`config.mk`:
```
export PLATFORM = sky130hd
export DESIGN_NAME = dev_bridge
export DESIGN_NICKNAME = d
export VERILOG_FILES = /design/src/rtl/dev_bridge.sv
export SDC_FILE = /design/constraint.sdc
export NUM_CORES = 1
export LEC_CHECK = 0
export CORE_MARGIN = 2
export CORE_UTILIZATION = 35
export DETAILED_ROUTE_END_ITERATION = 10
export GPL_ROUTABILITY_DRIVEN = 0
export PLACE_DENSITY = 0.77
export SLEW_MARGIN = 10
export SYNTH_ARGS = -nofsm -noshare
export SYNTH_HDL_FRONTEND = slang
export SYNTH_SLANG_ARGS = --single-unit
```
`constraint.sdc`:
```
create_clock -name clk -period 2.2 [get_ports clk]
set_clock_uncertainty 0.1 [all_clocks]
set_input_delay 0.44 -clock clk [delete_from_list [all_inputs] [get_ports clk]]
set_output_delay 0.44 -clock clk [all_outputs]
set_load 0.005 [all_outputs]
```
`src/rtl/dev_bridge.sv`:
```
// dev_bridge: CPU-side bridge that routes each request either to a flat
// memory port or to one of NUM_DEV peripheral channels. Requests to a
// peripheral that is slow to answer are ended by a wait counter. Raw device
// interrupts are registered onto irq_pend. All outputs are registered.
module dev_bridge #(
  parameter int          NUM_DEV  = 2,
  parameter logic [31:0] DEV_BASE = 32'h0000_7F00,
  parameter logic [31:0] DEV_SPAN = 32'h10,
  parameter int          TIMEOUT  = 15
) (
  input  logic                   clk,
  input  logic                   reset_n,
  // CPU side
  input  logic                   cpu_req,
  input  logic [31:0]            cpu_addr,
  input  logic [31:0]            cpu_wdata,
  input  logic [3:0]             cpu_byteen,
  output logic [31:0]            cpu_rdata,
  output logic                   cpu_ready,
  output logic                   cpu_err,
  // memory side
  output logic [31:0]            mem_addr,
  output logic [31:0]            mem_wdata,
  output logic [3:0]             mem_byteen,
  input  logic [31:0]            mem_rdata,
  // peripheral side
  output logic [31:0]            dev_addr,
  output logic [31:0]            dev_wdata,
  output logic [NUM_DEV-1:0]     dev_sel,
  output logic [NUM_DEV-1:0]     dev_we,
  input  logic [NUM_DEV*32-1:0]  dev_rdata,
  input  logic [NUM_DEV-1:0]     dev_ready,
  // interrupts
  input  logic [NUM_DEV-1:0]     irq_in,
  output logic [NUM_DEV-1:0]     irq_pend
);

  localparam int IDX_W = (NUM_DEV > 1) ? $clog2(NUM_DEV) : 1;
  localparam logic [7:0] TIMEOUT_C = 8'(TIMEOUT);

  typedef enum logic [1:0] {
    IDLE = 2'd0,
    MEM  = 2'd1,
    DEV  = 2'd2,
    RESP = 2'd3
  } state_t;

  state_t             state_reg;
  logic [IDX_W-1:0]   idx_reg;        // channel being served in DEV
  logic               dev_wr_reg;     // current device access is a write
  logic [7:0]         wait_cnt_reg;   // DEV cycles spent without dev_ready
  logic               mem_phase_reg;  // 0: address cycle, 1: data-return cycle

  // Per-channel address window decode on the live CPU address.
  logic [NUM_DEV-1:0] hit_vec;
  logic [32:0]        addr_ext;

  assign addr_ext = {1'b0, cpu_addr};

  generate
    for (genvar gi = 0; gi < NUM_DEV; gi++) begin : g_win
      localparam logic [32:0] WIN_LO = 33'(DEV_BASE) + 33'(gi) * 33'(DEV_SPAN);
      localparam logic [32:0] WIN_HI = WIN_LO + 33'(DEV_SPAN);
      assign hit_vec[gi] = (addr_ext >= WIN_LO) && (addr_ext < WIN_HI);
    end
  endgenerate

  logic             hit_any;
  logic [IDX_W-1:0] hit_idx;
  logic             bad_align;
  logic             bad_width;

  // Encode the (disjoint) window hits into a channel index.
  always_comb begin
    hit_any = |hit_vec;
    hit_idx = '0;
    for (int i = 0; i < NUM_DEV; i++) begin
      if (hit_vec[i]) begin
        hit_idx = IDX_W'(i);
      end
    end
  end

  assign bad_align = (cpu_addr[1:0] != 2'b00);
  assign bad_width = (cpu_byteen != 4'h0) && (cpu_byteen != 4'hF);

  // Response inputs of the channel currently being served.
  logic        cur_ready;
  logic [31:0] cur_rdata;
  logic [7:0]  wait_inc;

  assign cur_ready = dev_ready[idx_reg];
  assign cur_rdata = dev_rdata[32*idx_reg +: 32];
  assign wait_inc  = wait_cnt_reg + 8'd1;

  // Interrupt inputs are simply registered, regardless of bridge activity.
  always_ff @(posedge clk or negedge reset_n) begin
    if (!reset_n) begin
      irq_pend <= '0;
    end else begin
      irq_pend <= irq_in;
    end
  end

  // Transaction FSM with all bus outputs registered alongside the state.
  always_ff @(posedge clk or negedge reset_n) begin
    if (!reset_n) begin
      state_reg     <= IDLE;
      idx_reg       <= '0;
      dev_wr_reg    <= 1'b0;
      wait_cnt_reg  <= 8'd0;
      mem_phase_reg <= 1'b0;
      cpu_rdata     <= 32'd0;
      cpu_ready     <= 1'b0;
      cpu_err       <= 1'b0;
      mem_addr      <= 32'd0;
      mem_wdata     <= 32'd0;
      mem_byteen    <= 4'd0;
      dev_addr      <= 32'd0;
      dev_wdata     <= 32'd0;
      dev_sel       <= '0;
      dev_we        <= '0;
    end else begin
      case (state_reg)
        IDLE: begin
          if (cpu_req) begin
            mem_addr  <= cpu_addr;
            mem_wdata <= cpu_wdata;
            dev_addr  <= cpu_addr;
            dev_wdata <= cpu_wdata;
            if (bad_align || (hit_any && bad_width)) begin
              // Rejected without touching either bus.
              cpu_rdata <= 32'd0;
              cpu_err   <= 1'b1;
              cpu_ready <= 1'b1;
              state_reg <= RESP;
            end else if (hit_any) begin
              idx_reg      <= hit_idx;
              dev_wr_reg   <= |cpu_byteen;
              wait_cnt_reg <= 8'd0;
              dev_sel      <= hit_vec;
              dev_we       <= (|cpu_byteen) ? hit_vec : '0;
              state_reg    <= DEV;
            end else begin
              mem_byteen    <= cpu_byteen;
              mem_phase_reg <= 1'b0;
              state_reg     <= MEM;
            end
          end
        end

        MEM: begin
          // The address/strobe cycle is followed by a quiet cycle in which
          // memory returns the read data, captured at its end.
          if (!mem_phase_reg) begin
            mem_byteen    <= 4'd0;
            mem_phase_reg <= 1'b1;
          end else begin
            mem_phase_reg <= 1'b0;
            cpu_rdata     <= mem_rdata;
            cpu_err       <= 1'b0;
            cpu_ready     <= 1'b1;
            state_reg     <= RESP;
          end
        end

        DEV: begin
          // A ready on the same cycle the counter expires still succeeds.
          if (cur_ready) begin
            cpu_rdata <= dev_wr_reg ? 32'd0 : cur_rdata;
            cpu_err   <= 1'b0;
            cpu_ready <= 1'b1;
            dev_sel   <= '0;
            dev_we    <= '0;
            state_reg <= RESP;
          end else if (wait_inc == TIMEOUT_C) begin
            wait_cnt_reg <= wait_inc;
            cpu_rdata    <= 32'd0;
            cpu_err      <= 1'b1;
            cpu_ready    <= 1'b1;
            dev_sel      <= '0;
            dev_we       <= '0;
            state_reg    <= RESP;
          end else begin
            wait_cnt_reg <= wait_inc;
          end
        end

        RESP: begin
          cpu_ready <= 1'b0;
          cpu_err   <= 1'b0;
          state_reg <= IDLE;
        end

        default: begin
          state_reg <= IDLE;
        end
      endcase
    end
  end

endmodule

```
Word level (Yosys, flattened, before mapping)
Index checks and enable logic that the tools add are counted.

cells by class
  add/sub/neg operators = 1
  order comparisons = 5
  eq/ne operators = 14
  shift-type cells = 1
  muxes and demuxes = 52
  bitwise gates (word level) = 1
  reductions and logical operators = 22

operators with widths
  cell                                                                                    number
  32-bit 2-to-1 mux                                                                       6
  32-bit one-hot mux with 3 select lines                                                  1
  32-bit by 15-bit greater-or-equal comparator with 1-bit output (second input constant)  2
  32-bit by 15-bit less-than comparator with 1-bit output (second input constant)         2
  64-bit by 7-bit indexed part select with 32-bit output                                  1
  8-bit 2-to-1 mux                                                                        4
  2-bit 2-to-1 mux                                                                        15
  5-bit AND reduction                                                                     4
  4-bit 2-to-1 mux                                                                        4
  2-bit inequality test (second input constant)                                           8
  8-bit one-hot mux with 2 select lines                                                   1
  1-bit 2-to-1 mux                                                                        14
  4-bit AND reduction                                                                     3
  8-bit by 1-bit adder with 8-bit output (second input constant)                          1
  8-bit by 4-bit equality test with 1-bit output (second input constant)                  1
  1-bit one-hot mux with 4 select lines                                                   2
  2-bit one-hot mux with 2 select lines                                                   2
  2-bit one-hot mux with 4 select lines                                                   1
  4-bit one-hot mux with 2 select lines                                                   1
  2-bit nonzero test                                                                      3
  2-bit equality test (second input constant)                                             2
  1-bit logical AND                                                                       4
  4-bit inequality test (second input constant)                                           1
  4-bit nonzero test                                                                      1
  12 further kinds                                                                        12

storage, ports and cells
  register bits after elaboration = 121
  bits of input ports = 171
  logic and storage cells = 110

Logic depth before layout (Yosys ltp)
  word-level depth = 8
  mapped depth = 10
  gate-level depth less buffers = 8

Worst setup path after synthesis
No wires, ideal clock.

  kind = input -> register
  start point = input cpu_addr[15]
  end point = register cpu_rdata[0]
  library setup time = 0.121 ns
  data arrival time = 2.147 ns
  required time = 1.979 ns
  setup slack = -0.168 ns
  stages on the path = 7
  path buffers = 1
  path through = or4bb_1 -> nor3_4 -> a41o_1 -> and4bb_4 -> o21ai_2 -> buf_6 -> a22o_1

on the way
  longest elaborated chain between the ends = 7
  elaborated cells on any way between the ends = 11

RTL lines
  element                                                                                                                                           RTL line  text
  start: declaration                                                                                                                                15        input logic [31:0] cpu_addr,
  32-bit by 15-bit greater-or-equal comparator with 1-bit output / 32-bit by 15-bit less-than comparator with 1-bit output (equally long branches)  64        assign hit_vec[gi] = (addr_ext >= WIN_LO) && (addr_ext < WIN_HI);
  1-bit logical AND                                                                                                                                 64
  2-bit OR reduction (*)                                                                                                                            75        hit_any = |hit_vec;
  1-bit logical AND (*)                                                                                                                             131       if (bad_align || (hit_any && bad_width)) begin
  1-bit logical OR (*)                                                                                                                              131
  2-bit inequality test (no line) (*)                                                                                                               -
  5-bit AND reduction (no line) (*)                                                                                                                 -
  end signal: assignment                                                                                                                            160       cpu_rdata <= mem_rdata;
  end signal: assignment                                                                                                                            170       cpu_rdata <= dev_wr_reg ? 32'd0 : cur_rdata;
  end: declaration                                                                                                                                  18        output logic [31:0] cpu_rdata,

Mark *: on every way between the ends. The rest lies on a longest branch, timed or not.
A chain may end at the register's enable or synchronous reset.

Final worst setup path
  start point = register wait_cnt_reg[0]
  end point = register cpu_rdata[14]

on the way
  longest elaborated chain between the ends = 4

RTL lines
  element                                         RTL line  text
  start: declaration                              51        logic [7:0] wait_cnt_reg;
  start signal: assignment                        177       wait_cnt_reg <= wait_inc;
  start signal: assignment                        185       wait_cnt_reg <= wait_inc;
  8-bit by 1-bit adder with 8-bit output          94        assign wait_inc = wait_cnt_reg + 8'd1;
  8-bit by 4-bit equality test with 1-bit output  176       end else if (wait_inc == TIMEOUT_C) begin
  3-bit inequality test (no line)                 -
  5-bit AND reduction (no line)                   -

Every way passes these cells.

==> results.cfg <==
[worst_setup_path]
critPathBufInv = 1
worstSetupStartpointType = flip-flop
crit_path_max_fanout = 8
r2r_start = wait_cnt_reg[0]$_DFFE_PN0P_
required_ns = 2.39
cpMaxStageDelayCell = dfrtp_1
crit_start = wait_cnt_reg[0]$_DFFE_PN0P_
arrival_ns = 2.51
r2r_slack_ns = -0.12
critPathCaptureType = flip-flop
cpPeakStageDelay_ns = 0.38
cp_cell_sequence = ha_2 -> xor2_1 -> nand3b_1 -> o41ai_4 -> and4bb_4 -> buf_12 -> o21ai_4 -> a22o_1
worstSetupPathType = flip-flop to flip-flop
crit_family = compound AO/OA/AOI/OAI gates

[die]
die_area_um2 = 18570
core_area_um2 = 17180
fp.dieH_um = 136.3
dieWidth_um = 136.3
io_pins = 343
row_count = 48
start_util = 0.3566

[placement]
dp.final_hpwl_mm = 13.58
port_buffers = 342

[synth]
synthesis.area_um2 = 6125
synth_top_family_by_area = multiplexers
synth_compound_area_frac = 0.1144
synth_xor_area_frac = 0.004290
seq_area_frac_synth = 0.4944
ys_ff_latch = 121
avgSynthCellArea_um2 = 11.58
synth_edf_count = 0
synthCells = 529
synth_mux_area_frac = 0.1894
syn_nets = 706
async_reset_ff_frac = 1.000
yosys_warnings = 0
synth_top_area_frac = 0.4944
synth_top_flop_cell = dfrtp_1
yosysTopAreaCell = dfrtp_1
yosysUniqueCellTypes = 46
synthTopCellsByArea = dfrtp_1 49%, mux2_2 13%, buf_4 7.8%
synthSimpleGateAreaFrac = 0.07661
synthAdderAreaFrac = 0.01226

[cts]
clock-sinks = 121
clock_path_buffers = 2
insertion_delay_ns = 0.41
cts_buffers = 17
tritoncts = done
cts.clk_slew.worst_paths_ns = 0.06
root_buffer = clkbuf_16
h-tree-depth = 4

[sta]
tns_ns = -3.187
final-hold-violation-count = 0
timing.fmax_mhz = 431.1
fin_ws_ns = -0.1196
grt_setup_unrepaired = true
fin_crit_sh = 1.054
relSlewSlack = 0.6076
fin_crit_ns = 2.320
setup_violations = 35
slew_violations = 0
worst_slew_pin_slew_ns = 0.5885

[routing]
drt_pass1_iterations = 4
routed_via_density = 4.793
drt-initial-drc-count = 237
drc = 0
via_count = 5248
route.antenna.remaining_nets = 0
wl_per_cell_um = 16.85
routed_wl_mm = 18.45

[run]
drv_cap = 0

[finish]
diodes = 0
fin_util = 0.6140
layout-drive-gt1-share = 0.2207
nNetsFinal = 1034
n_fill_cell = 1437
reg_top3 = cpu_rdata x32, dev_addr x32, dev_wdata x32
syn_to_final_growth_pct = 72.20

[pwr]
leakage_nw = 4.355
ir_drop_uv = 648.7
cellPowerDensity_nw_per_um2 = 1293

[global_routing]
grt_pass1_vias = 5216
grt_overflow = 0
grt_pass1_wl_mm = 28.16
grt_max_degree = 73
grt_usage = 0.1961
antenna_found_initial = 0

[worst_hold_path]
worstHoldStart = cpu_addr[13]
holdCritPathClass = input port to flip-flop

[outcome]
violations = setup timing
status = finished with violations
Yosys cell counts, types with 2 or more instances:
library cell,n
buf_4,64
inv_1,8
and2_1,3
o2bb2ai_1,4
nor3_1,4
clkbuf_1,19
or4_1,2
xor2_1,2
buf_6,7
nand2_1,49
nand3_1,7
and4_1,2
or3_1,3
a22o_1,33
mux2_2,68
a21oi_1,3
nor2_1,6
nor4_1,4
o41ai_1,2
o31ai_1,6
mux2i_1,38
a41o_1,2
o21ai_0,43
dfrtp_1,121
a31oi_1,2
ha_1,6
nand2b_1,2
per-layer routing:
metal | wire length, um | GRT usage | up-vias | part of all wire
li1 | - | - | 2504 | -
met1 | 7481 | 0.2373 | 2549 | 0.41
met2 | 9760 | 0.3423 | 179 | 0.53
met3 | 1005 | 0.05108 | 16 | 0.054
met4 | 204 | 0.05845 | 0 | 0.011
met5 | 0 | 0 | - | 0
cells by family (layout without fill, tap and decap cells):
group           Yosys count  count (layout)
flops                   121             121
mux                     107             107
compound gates          101             105
buf+inv                  99             436
simple gates             92              92
fa+ha+maj                 6               6
xor+xnor                  3               3
through the flow:
step	power [mW]	instances	hold WS [ns]	worst slack, ns	cell area (um2)
floorplan	7.138	529	0.04441	-0.1391	6141
global placement	10.16	1054	0.3607	-0.7163	9667
detailed placement	10.32	1054	0.3600	-0.7729	9667
CTS	13.75	1095	0.2918	-0.03386	10480
global route	14.46	1095	0.2818	-0.2257	10550
finish	13.63	1095	0.3143	-0.1196	10550
report_power, final:
part	internal (mW)	switching (mW)	total (mW)
combinational	4.47	2.68	7.15
sequential	3.11	0.653	3.76
clock	1.70	1.02	2.72
timing repair:
item / in CTS / in global routing
hold buffers: 1 / 0
resized for setup: 36 / 13
hold endpoints to repair: 101 / 0
gates cloned: 5 / 0
endpoints found under the setup margin: 54 / 49
buffers inserted: 3 / 1
pin swaps: 17 / 15
cell usage in the layout, fill, tap and decap left out, types with 10 or more instances in the layout:
cell and count:
o21ai_0 42, nand2_1 44, clkdlybuf4s50_1 331, mux2_2 67, a22o_1 32, clkbuf_16 17, dfrtp_1 120, buf_4 44
mux2i_1 37, dlygate4sd2_1 10
worst paths after layout:
| path | depth (start not counted) | to |
|---|---|---|
| max in group asynchronous | 3 | idx_reg$_DFFE_PN0P_ |
| min | 2 | dev_addr[13]$_DFFE_PN0P_ |
| min in group asynchronous | 3 | dev_wdata[12]$_DFFE_PN0P_ |
| max | 8 | cpu_rdata[14]$_DFFE_PN0P_ |
| max reg2reg | 8 | cpu_rdata[14]$_DFFE_PN0P_ |
| min reg2reg | 2 | dev_we[0]$_DFFE_PN0P_ |
cell type report:
cell class	count	area, um2	share of cell area
inverters	8	30.03	0.002847
clock inverters	14	146.4	0.01388
well taps	225	281.5	0.02669
multi-input cells	313	2680	0.2541
clock buffers	18	439.2	0.04164
flip-flops and latches	121	3029	0.2872
repair buffers	396	3940	0.3736
(Power assumes the default switching activity.)
